File: src/rtl/register_file_sb_if.sv
// Register file bus: read ports, writeback, issue scoreboard and sweep control.
// Handshakes are level-based: every request is sampled on the rising clock edge and there is no ready/backpressure.
interface register_file_sb_if #(
   parameter int XLEN = 32,
   parameter int AW   = 5
);
   logic [AW-1:0]   read_reg1;
   logic [AW-1:0]   read_reg2;
   logic [XLEN-1:0] reg1_value;
   logic [XLEN-1:0] reg2_value;
   logic            reg1_busy;
   logic            reg2_busy;
   logic            regwrite;
   logic [AW-1:0]   write_reg;
   logic [XLEN-1:0] write_data;
   logic            issue_valid;
   logic [AW-1:0]   issue_reg;
   logic            clear_req;
   logic            clear_busy;
   logic            clear_done;
   logic [1:0]      fsm_state;

   modport master (
      output read_reg1, read_reg2, regwrite, write_reg, write_data,
             issue_valid, issue_reg, clear_req,
      input  reg1_value, reg2_value, reg1_busy, reg2_busy,
             clear_busy, clear_done, fsm_state
   );

   modport slave (
      input  read_reg1, read_reg2, regwrite, write_reg, write_data,
             issue_valid, issue_reg, clear_req,
      output reg1_value, reg2_value, reg1_busy, reg2_busy,
             clear_busy, clear_done, fsm_state
   );
endinterface

File: src/rtl/register_file_sb.sv
// Register file with per-register busy scoreboard and a sequential clear sweep.
// Define REGFILE_BYPASS_EN to forward a same-cycle writeback onto the read ports.
module register_file_sb #(
   parameter int XLEN = 32,
   parameter int AW   = 5
) (
   input  logic                clock,
   input  logic                reset,
   register_file_sb_if.slave   rf
);

   localparam int NREGS = 2 ** AW;
   localparam logic [AW-1:0] FIRST_REG = AW'(1);
   localparam logic [AW-1:0] LAST_REG  = AW'(NREGS - 1);

   typedef enum logic [1:0] {
      IDLE  = 2'd0,
      SWEEP = 2'd1,
      DONE  = 2'd2
   } state_t;

   state_t          state_q, state_d;
   logic [AW-1:0]   ptr_q, ptr_d;
   logic [XLEN-1:0] regs_q [NREGS];
   logic [NREGS-1:0] busy_q;

   logic            sweep_we;
   logic            clear_busy;
   logic            clear_done;
   logic            wr_en;
   logic            iss_en;
   logic [XLEN-1:0] rd1_data, rd2_data;
   logic            rd1_busy, rd2_busy;

   assign wr_en  = rf.regwrite && (rf.write_reg != '0);
   assign iss_en = rf.issue_valid && (rf.issue_reg != '0);

   always_ff @(posedge clock or posedge reset) begin
      if (reset) begin
         state_q <= IDLE;
         ptr_q   <= FIRST_REG;
      end else begin
         state_q <= state_d;
         ptr_q   <= ptr_d;
      end
   end

   always_comb begin
      state_d    = state_q;
      ptr_d      = ptr_q;
      sweep_we   = 1'b0;
      clear_busy = 1'b0;
      clear_done = 1'b0;
      case (state_q)
         IDLE: begin
            if (rf.clear_req) state_d = SWEEP;
         end
         SWEEP: begin
            clear_busy = 1'b1;
            sweep_we   = 1'b1;
            if (ptr_q == LAST_REG) begin
               state_d = DONE;
               ptr_d   = FIRST_REG;
            end else begin
               ptr_d = ptr_q + FIRST_REG;
            end
         end
         DONE: begin
            clear_busy = 1'b1;
            clear_done = 1'b1;
            state_d    = IDLE;
         end
         default: begin
            state_d = IDLE;
            ptr_d   = FIRST_REG;
         end
      endcase
   end

   // Issue is applied after the writeback so a same-edge issue leaves the register pending.
   always_ff @(posedge clock or posedge reset) begin
      if (reset) begin
         regs_q <= '{default: '0};
         busy_q <= '0;
      end else if (sweep_we) begin
         regs_q[ptr_q] <= '0;
         busy_q[ptr_q] <= 1'b0;
      end else if (!clear_busy) begin
         if (wr_en) begin
            regs_q[rf.write_reg] <= rf.write_data;
            busy_q[rf.write_reg] <= 1'b0;
         end
         if (iss_en) busy_q[rf.issue_reg] <= 1'b1;
      end
   end

   always_comb begin
      rd1_data = regs_q[rf.read_reg1];
      rd1_busy = busy_q[rf.read_reg1];
      rd2_data = regs_q[rf.read_reg2];
      rd2_busy = busy_q[rf.read_reg2];
`ifdef REGFILE_BYPASS_EN
      if (wr_en && !clear_busy && (rf.read_reg1 == rf.write_reg)) begin
         rd1_data = rf.write_data;
         rd1_busy = 1'b0;
      end
      if (wr_en && !clear_busy && (rf.read_reg2 == rf.write_reg)) begin
         rd2_data = rf.write_data;
         rd2_busy = 1'b0;
      end
`endif
      // x0 is hardwired; reset also masks the forwarding path.
      if (reset || (rf.read_reg1 == '0)) begin
         rd1_data = '0;
         rd1_busy = 1'b0;
      end
      if (reset || (rf.read_reg2 == '0)) begin
         rd2_data = '0;
         rd2_busy = 1'b0;
      end
   end

   assign rf.reg1_value = rd1_data;
   assign rf.reg2_value = rd2_data;
   assign rf.reg1_busy  = rd1_busy;
   assign rf.reg2_busy  = rd2_busy;
   assign rf.clear_busy = clear_busy;
   assign rf.clear_done = clear_done;
   assign rf.fsm_state  = state_q;

endmodule

File: src/flat_wrapper.sv
// flat-port wrapper written by rule: the top's interface ports become plain ports
module register_file_sb_flat 
#(
   parameter int XLEN = 32,
   parameter int AW   = 5
)
  (clock, reset, rf_read_reg1, rf_read_reg2, rf_regwrite, rf_write_reg, rf_write_data, rf_issue_valid, rf_issue_reg, rf_clear_req, rf_reg1_value, rf_reg2_value, rf_reg1_busy, rf_reg2_busy, rf_clear_busy, rf_clear_done, rf_fsm_state);
  register_file_sb_if #(.XLEN(XLEN), .AW(AW)) rf_i ();
  input  logic clock;
  input  logic reset;
  input wire logic [$bits(rf_i.read_reg1)-1:0] rf_read_reg1;
  input wire logic [$bits(rf_i.read_reg2)-1:0] rf_read_reg2;
  input wire logic [$bits(rf_i.regwrite)-1:0] rf_regwrite;
  input wire logic [$bits(rf_i.write_reg)-1:0] rf_write_reg;
  input wire logic [$bits(rf_i.write_data)-1:0] rf_write_data;
  input wire logic [$bits(rf_i.issue_valid)-1:0] rf_issue_valid;
  input wire logic [$bits(rf_i.issue_reg)-1:0] rf_issue_reg;
  input wire logic [$bits(rf_i.clear_req)-1:0] rf_clear_req;
  output wire logic [$bits(rf_i.reg1_value)-1:0] rf_reg1_value;
  output wire logic [$bits(rf_i.reg2_value)-1:0] rf_reg2_value;
  output wire logic [$bits(rf_i.reg1_busy)-1:0] rf_reg1_busy;
  output wire logic [$bits(rf_i.reg2_busy)-1:0] rf_reg2_busy;
  output wire logic [$bits(rf_i.clear_busy)-1:0] rf_clear_busy;
  output wire logic [$bits(rf_i.clear_done)-1:0] rf_clear_done;
  output wire logic [$bits(rf_i.fsm_state)-1:0] rf_fsm_state;
  assign rf_i.read_reg1 = rf_read_reg1;
  assign rf_i.read_reg2 = rf_read_reg2;
  assign rf_i.regwrite = rf_regwrite;
  assign rf_i.write_reg = rf_write_reg;
  assign rf_i.write_data = rf_write_data;
  assign rf_i.issue_valid = rf_issue_valid;
  assign rf_i.issue_reg = rf_issue_reg;
  assign rf_i.clear_req = rf_clear_req;
  assign rf_reg1_value = rf_i.reg1_value;
  assign rf_reg2_value = rf_i.reg2_value;
  assign rf_reg1_busy = rf_i.reg1_busy;
  assign rf_reg2_busy = rf_i.reg2_busy;
  assign rf_clear_busy = rf_i.clear_busy;
  assign rf_clear_done = rf_i.clear_done;
  assign rf_fsm_state = rf_i.fsm_state;
  register_file_sb #(.XLEN(XLEN), .AW(AW)) u_core (.clock(clock), .reset(reset), .rf(rf_i));
endmodule
File: config.mk
export PLATFORM = sky130hd
export DESIGN_NAME = register_file_sb_flat
export DESIGN_NICKNAME = d
export VERILOG_FILES = /design/src/rtl/register_file_sb_if.sv /design/src/rtl/register_file_sb.sv /design/src/flat_wrapper.sv
export SDC_FILE = /design/constraint.sdc
export NUM_CORES = 2
export LEC_CHECK = 0
export ABC_CLOCK_PERIOD_IN_PS = 73500
export CELL_PAD_IN_SITES_DETAIL_PLACEMENT = 2
export CELL_PAD_IN_SITES_GLOBAL_PLACEMENT = 2
export CORE_ASPECT_RATIO = 0.5
export CORE_MARGIN = 2
export CORE_UTILIZATION = 44
export CTS_CLUSTER_SIZE = 8
export DETAILED_ROUTE_END_ITERATION = 7
export PLACE_DENSITY = 0.77
export SETUP_SLACK_MARGIN = 0.2
export SLEW_MARGIN = 20
export SYNTH_ARGS = -nofsm -noshare
export SYNTH_HDL_FRONTEND = slang
export SYNTH_SLANG_ARGS = --single-unit
File: constraint.sdc
create_clock -name clock -period 73.5 [get_ports clock]
set_clock_uncertainty 0.1 [all_clocks]
set_input_delay 22.05 -clock clock [delete_from_list [all_inputs] [get_ports clock]]
set_output_delay 22.05 -clock clock [all_outputs]
set_load 0.03 [all_outputs]
Word level (Yosys, flattened, before mapping)
Index checks and enable logic that the tools add are counted.
{ "op_classes": {"n_bitwise": 11, "reduce_logical": 19, "n_eq_ne": 6, "n_addsub": 1, "n_mux": 42, "n_lt_le_gt_ge": 14} }
{ "ops": {"columns": ["op", "count"], "rows": [
  ["two-way mux 1024 bit", 3],
  ["AND 1024 bit", 1],
  ["bitwise mux 1024 bit", 1],
  ["NOT 1024 bit", 1],
  ["two-way mux 32 bit", 14],
  ["binary-select mux 32 bit (select 5 bit)", 2],
  ["demux 32 bit (select 5 bit)", 2],
  ["AND 32 bit", 2],
  ["NOT 32 bit", 2],
  ["bitwise OR 32 bit", 1],
  ["< comparator 5 x 6 -> 1 bit, second input constant", 5],
  ["greater-or-equal comparator 6 bit, second input constant", 4],
  ["NOT 5 -> 6 bit", 4],
  ["demux 1 bit (select 5 bit)", 3],
  ["greater-or-equal comparator 5 x 1 -> 1 bit, second input constant", 3],
  ["< comparator 6 x 1 -> 1 bit, second input constant", 2],
  ["binary-select mux 1 bit (select 5 bit)", 2],
  ["logical NOT 5 bit", 2],
  ["two-way mux 1 bit", 10],
  ["case mux 5 bit (2 select lines)", 1],
  ["nonzero test 5 bit", 2],
  ["logical AND 1 bit", 7],
  ["adder 5 x 1 -> 5 bit, second input constant", 1],
  ["equality test 5 bit, second input constant", 1],
  ["other kinds (12)", 17]
]} }
{ "word_totals": {"input_bits": 57, "wordCells": 128, "register_bits": 1063, "output_inout_bits": 70} }

Depth between registers and ports, before layout
{ "logic_depth": {"ltp_word": 13, "ltp_mapped": 9, "mapped_depth_nobuf": 7} }

Worst setup path after synthesis
No wires, ideal clock.
{ "synth_path": {"path_kind": "input to output", "start": "input reset", "end": "output rf_reg1_value[0]", "path_stages": 7, "required_ns": 51.350, "n_path_buf": 3, "arrival_ns": 46.495, "setup_slack_ns": 4.855, "path_cell_list": "clkbuf_1 > inv_1 > and3_1 > buf_1 > clkbuf_1 > nand3_1 > nand4_1"} }
{ "synth_via": {"elab_chain_len": 2} }
{ "synth_lines": {"columns": ["element", "line_no", "source"], "rows": [
  ["from (decl)", "flat_wrapper.sv:10", "input logic reset;"],
  ["logical OR 1 bit", "register_file_sb.sv:113", "if (reset || (rf.read_reg1 == '0)) begin"],
  ["two-way mux 32 bit", "register_file_sb.sv:113", null],
  ["to (decl)", "flat_wrapper.sv:19", "output wire logic [$bits(rf_i.reg1_value)-1:0] rf_reg1_value;"]
]} }
No other way between the ends.

Worst setup path in the final report
{ "layout_path": {"start": "input rf_read_reg1[2]", "end": "output rf_reg1_value[22]"} }
{ "layout_via": {"elab_chain_len": 5, "elab_cells_between_ends": 7, "classes_between": "mux: 4; bitwise: 1; reduce/logical: 2"} }
{ "layout_lines": {"columns": ["element", "line_no", "source"], "rows": [
  ["from (decl)", "flat_wrapper.sv:11", "input wire logic [$bits(rf_i.read_reg1)-1:0] rf_read_reg1;"],
  ["NOT 5 -> 6 bit (not written as such)", "register_file_sb.sv:98", "rd1_data = regs_q[rf.read_reg1];"],
  ["binary-select mux 32 bit (select 5 bit)", "register_file_sb.sv:98", null],
  ["two-way mux 32 bit (not written as such) (2 in series)", "register_file_sb.sv:98", null],
  ["two-way mux 32 bit *", "register_file_sb.sv:113", null]
]} }
Mark *: on every way between the ends. The rest lies on a longest branch, timed or not. The select of a mux whose other input is x is not followed.

==> flow_summary.rst <==
.. list-table::
   :header-rows: 1

   * - Metric
     - Value
   * - Switching power of the nets
     - around 0.74 mW
   * - Share of final-layout standard cells stronger than drive strength 1
     - 0.200
   * - Internal power summed over all cells
     - 1.46 mW
   * - Floorplan die area
     - 0.129 mm2
   * - Die Width
     - between 500 and 600 um
   * - Combinational share of power
     - 0.267
   * - Static leakage
     - 27.6 nW
   * - Max clock buf depth
     - 3
   * - Initial Util
     - 0.442
   * - Cell-by-cell trace of the critical path
     - buf_8 -> buf_12 -> buf_4 -> and2_2 -> buf_4 -> a22oi_1 -> nand3_1 -> nand4_1 -> clkdlybuf4s50_1
   * - Total standard cell area after synthesis
     - 0.0555 mm2
   * - Clock tree from TritonCTS
     - done
   * - Post-layout nets
     - 4,400
   * - Achievable frequency
     - 0.0204 GHz
   * - I/O Pins
     - 127
   * - Total Routing Usage GR
     - 0.430
   * - Count of endpoints failing setup in the final report
     - 0
   * - Share of power burned in registers
     - 0.437
   * - Core ar.
     - 0.126 mm2
   * - Async set-reset flop share out of synthesis
     - 1.00
   * - Via count of the first global-routing pass
     - 51.4k
   * - Share of the core filled with cells
     - 0.496
   * - Die height
     - 255 um
   * - Post-Syn Nets
     - between 4k and 5k
   * - Post-cts gate resize count
     - 0
   * - Number of antenna violations at the first check in global routing
     - 22
   * - Total setup buffers inserted after CTS
     - 0
   * - Flip-flop and latch count after synthesis
     - 1,063
   * - Data arrival time of the critical path
     - about 27 ns
   * - Number of routed nets with antenna violations
     - 0
   * - Number of buffers and inverters on the critical path
     - 5
   * - Path class of the lowest-slack min-delay path
     - reg -> reg
   * - Leading area contributor after synthesis
     - dfrtp_1
   * - Status
     - completed
   * - Source-to-sink clock delay at the later pin of the worst-skew pair
     - 0.79 ns
   * - Number of DRC violations after detailed-routing iteration 0
     - 7,111
   * - Min Tclk post-route
     - just under 50 ns
   * - Count of maximum capacitance violations
     - 0
   * - Launching element type of the critical path
     - input port
   * - Post-synthesis cell count
     - 4,475
   * - Area Growth Syn to Fin
     - 12.3%
   * - Switching power as a share of total power
     - 0.335
   * - Portion of the post-synthesis area used by sequential elements
     - 0.479
   * - Global-route wire length before repair
     - 397 mm
   * - Grt ovf
     - 0
   * - YS warnings
     - 0
   * - Number of max-slew violations in the final report
     - 0
   * - Final critical-path share of the clock period
     - 0.667
   * - TritonCTS sink count
     - 1,063
   * - Kind of cell with the highest combined delay on the critical path
     - buffers and inverters
   * - TritonCTS Buffers
     - 150
   * - Quantity of I/O buffers inserted on ports
     - 126
   * - DPL Wire Length
     - 144 mm
   * - DR vias
     - 48.6k
   * - Transition time at the pin with the least slew margin
     - 1.24 ns
   * - Slowest stage cell, crit path
     - clkdlybuf4s50_1
   * - Slew headroom
     - 0.171
   * - Setup repair after global routing missed its margin
     - false
   * - EDFF count, synth
     - 0
   * - Critical Setup Path Class
     - in -> out
   * - Total Power Consumption
     - 2.20 mW
   * - Part of the total power dissipated in the clock network
     - 0.296
   * - Sort of element at the end of the critical path
     - primary output
   * - Count of non-filler cells in the finished layout
     - 6,057
   * - Standard-cell row count
     - 92
   * - Design area
     - 0.0623 mm2
   * - Fin Setup TNS
     - 0 ns
   * - Area share of the leading cell type in the synthesized netlist
     - 0.479
   * - Gpl congestion
     - roughly 0.86
   * - First-pass iteration count of the detailed router
     - 8
   * - Drc violations
     - 0
   * - Dominant synthesized flop cell
     - dfrtp_1
   * - Vias/cell
     - 8.02
   * - Count of endpoints failing hold in the final timing report
     - 0
   * - Pin count of the biggest net entering global routing
     - between 150 and 200
   * - Peak ir drop on the vdd network
     - between 0.02 and 0.025 mV
   * - Highest fanout seen on the critical path
     - 85
   * - Hold buffer count at cts
     - 0
   * - Critical Path RT
     - 51.35 ns
   * - PD cells
     - 35.3 mW/mm2
   * - Clock slew seen by the registers of the worst setup and hold paths
     - 0.05 ns
   * - Cell area after placement
     - 0.0583 mm2
   * - Delay of the slowest cell on the worst path
     - 0.77 ns
   * - Ranking of synthesized cells by area
     - dfrtp_1 (48%), a22o_1 (16%), mux4_2 (9.6%)
   * - Count of cell types in the netlist
     - 61
   * - Final wirelength
     - 280 mm
   * - Clock root buffer master
     - clkbuf_16
   * - Htree depth
     - 4
   * - Mean instance size in the synthesized netlist
     - 12.4 um2
   * - Cell occurring most often along the worst timing path
     - buf_4
   * - Cell total after placement
     - 5,874
   * - WL/cell
     - 46.2 um
layer usage:
layer | vias up | GRT usage | wire length (um)
met5 | - | 0 | 122
met4 | 16 | 0.250 | 17500
met3 | 1039 | 0.157 | 37600
met2 | 4004 | 0.611 | 118000
met1 | 26100 | 0.567 | 106000
li1 | 17400 | - | -
final timing paths:
kind / from / endpoint / slack (ns) / depth (start not counted)
setup / recovery: rf_read_reg1[2] / rf_reg1_value[22] / 24.44 / 9
min in group asynchronous: reset / u_core.regs_q[424] / 22.08 / 2
setup reg to reg: u_core.rf.fsm_state[1] / u_core.regs_q[333] / 69.07 / 9
hold / removal: u_core.regs_q[535] / u_core.regs_q[535] / 0.42 / 1
max in group asynchronous: reset / u_core.regs_q[883] / 48.64 / 4
hold reg to reg: u_core.regs_q[535] / u_core.regs_q[535] / 0.42 / 1
flip-flops by register name (all words and copies together), names as in the netlist:
register and flops:
u_core.busy_q 32, u_core.ptr_q 5, u_core.regs_q 1024, u_core.rf.fsm_state 2
logic make-up (layout without fill, tap and decap cells):
kind of cell / Yosys count / count (layout) / share of synthesized area
AO/OA/AOI/OAI: 1560 / 1560 / 0.228
other: 0 / 12 / 0
adder cells (fa/ha/maj): 9 / 9 / 0.00203
flip-flops: 1063 / 1063 / 0.479
buffers and inverters: 565 / 443 / 0.0404
multiplexers: 756 / 756 / 0.194
AND/OR/NAND/NOR: 522 / 522 / 0.0564
synth_stat cells (6+ instances only):
cell type,n
nor3_2,7
mux2_2,204
inv_1,9
buf_1,41
clkbuf_1,440
nand2b_1,20
nor3_1,14
nand4_1,65
and2_1,6
mux2i_1,316
nand3b_1,6
a22oi_1,228
a22o_1,1016
mux4_2,236
nand3_1,94
a211oi_1,67
o21ai_0,78
ha_1,9
dfrtp_1,1062
nor3b_1,10
a32oi_1,14
nor2_1,38
nand2_1,19
buf_2,69
or3_1,64
and3_1,33
a31oi_1,12
a21oi_1,33
a21o_1,7
o22ai_1,78
nor2b_1,112
cell usage in the layout (no fill, tap or decap), drive strengths merged, types with 7 or more instances in the layout:
cell,netlist,routed
inv,9,17
a211oi,67,67
o22ai,78,78
ha,9,9
a21o,8,8
clkbuf,440,164
nand4,65,65
mux2i,316,316
and2,7,7
a32oi,14,14
or3,64,64
nand3,94,94
mux2,204,204
a31oi,12,12
mux4,236,236
a21oi,33,33
a22o,1016,1016
clkdlybuf4s50,0,101
nor3,21,21
nor2b,112,112
buf,116,161
diode,0,12
a22oi,228,228
nor3b,11,11
nor2,38,38
or3b,8,8
nor4b,7,7
o21ai,78,78
dfrtp,1062,1062
nand2,19,19
and3,33,33
nand2b,20,20
metrics by stage:
stage	hold WS, ns	worst slack, ns
4_1_cts	0.417	24.70
3_5_place_dp	0.403	24.71
5_1_grt	0.437	24.53
2_1_floorplan	0.363	4.86
6_report	0.417	24.44
3_3_place_gp	0.388	24.77
area by class of cell:
type | instances | area (um2)
Fill cell | 11700 | 63200
Inverter | 9 | 41.3
Timing Repair Buffer | 263 | 2290
Clock buffer | 163 | 3950
Multi-Input combinational cell | 2847 | 27200
Sequential cell | 1063 | 26600
Tap cell | 1692 | 2120
Antenna cell | 12 | 30.0
Clock inverter | 8 | 92.6
power by group through the flow:
stage                     registers, mW  logic [mW]  clock network [mW]
final                             0.963       0.587               0.652
after floorplan                   0.891       0.422                   0
after global routing              0.979       0.623               0.674
after detailed placement          0.946       0.566                   0
after global placement            0.924       0.540                   0
after CTS                         0.948       0.579               0.652
No activity file was read; power rests on OpenSTA's default activity.
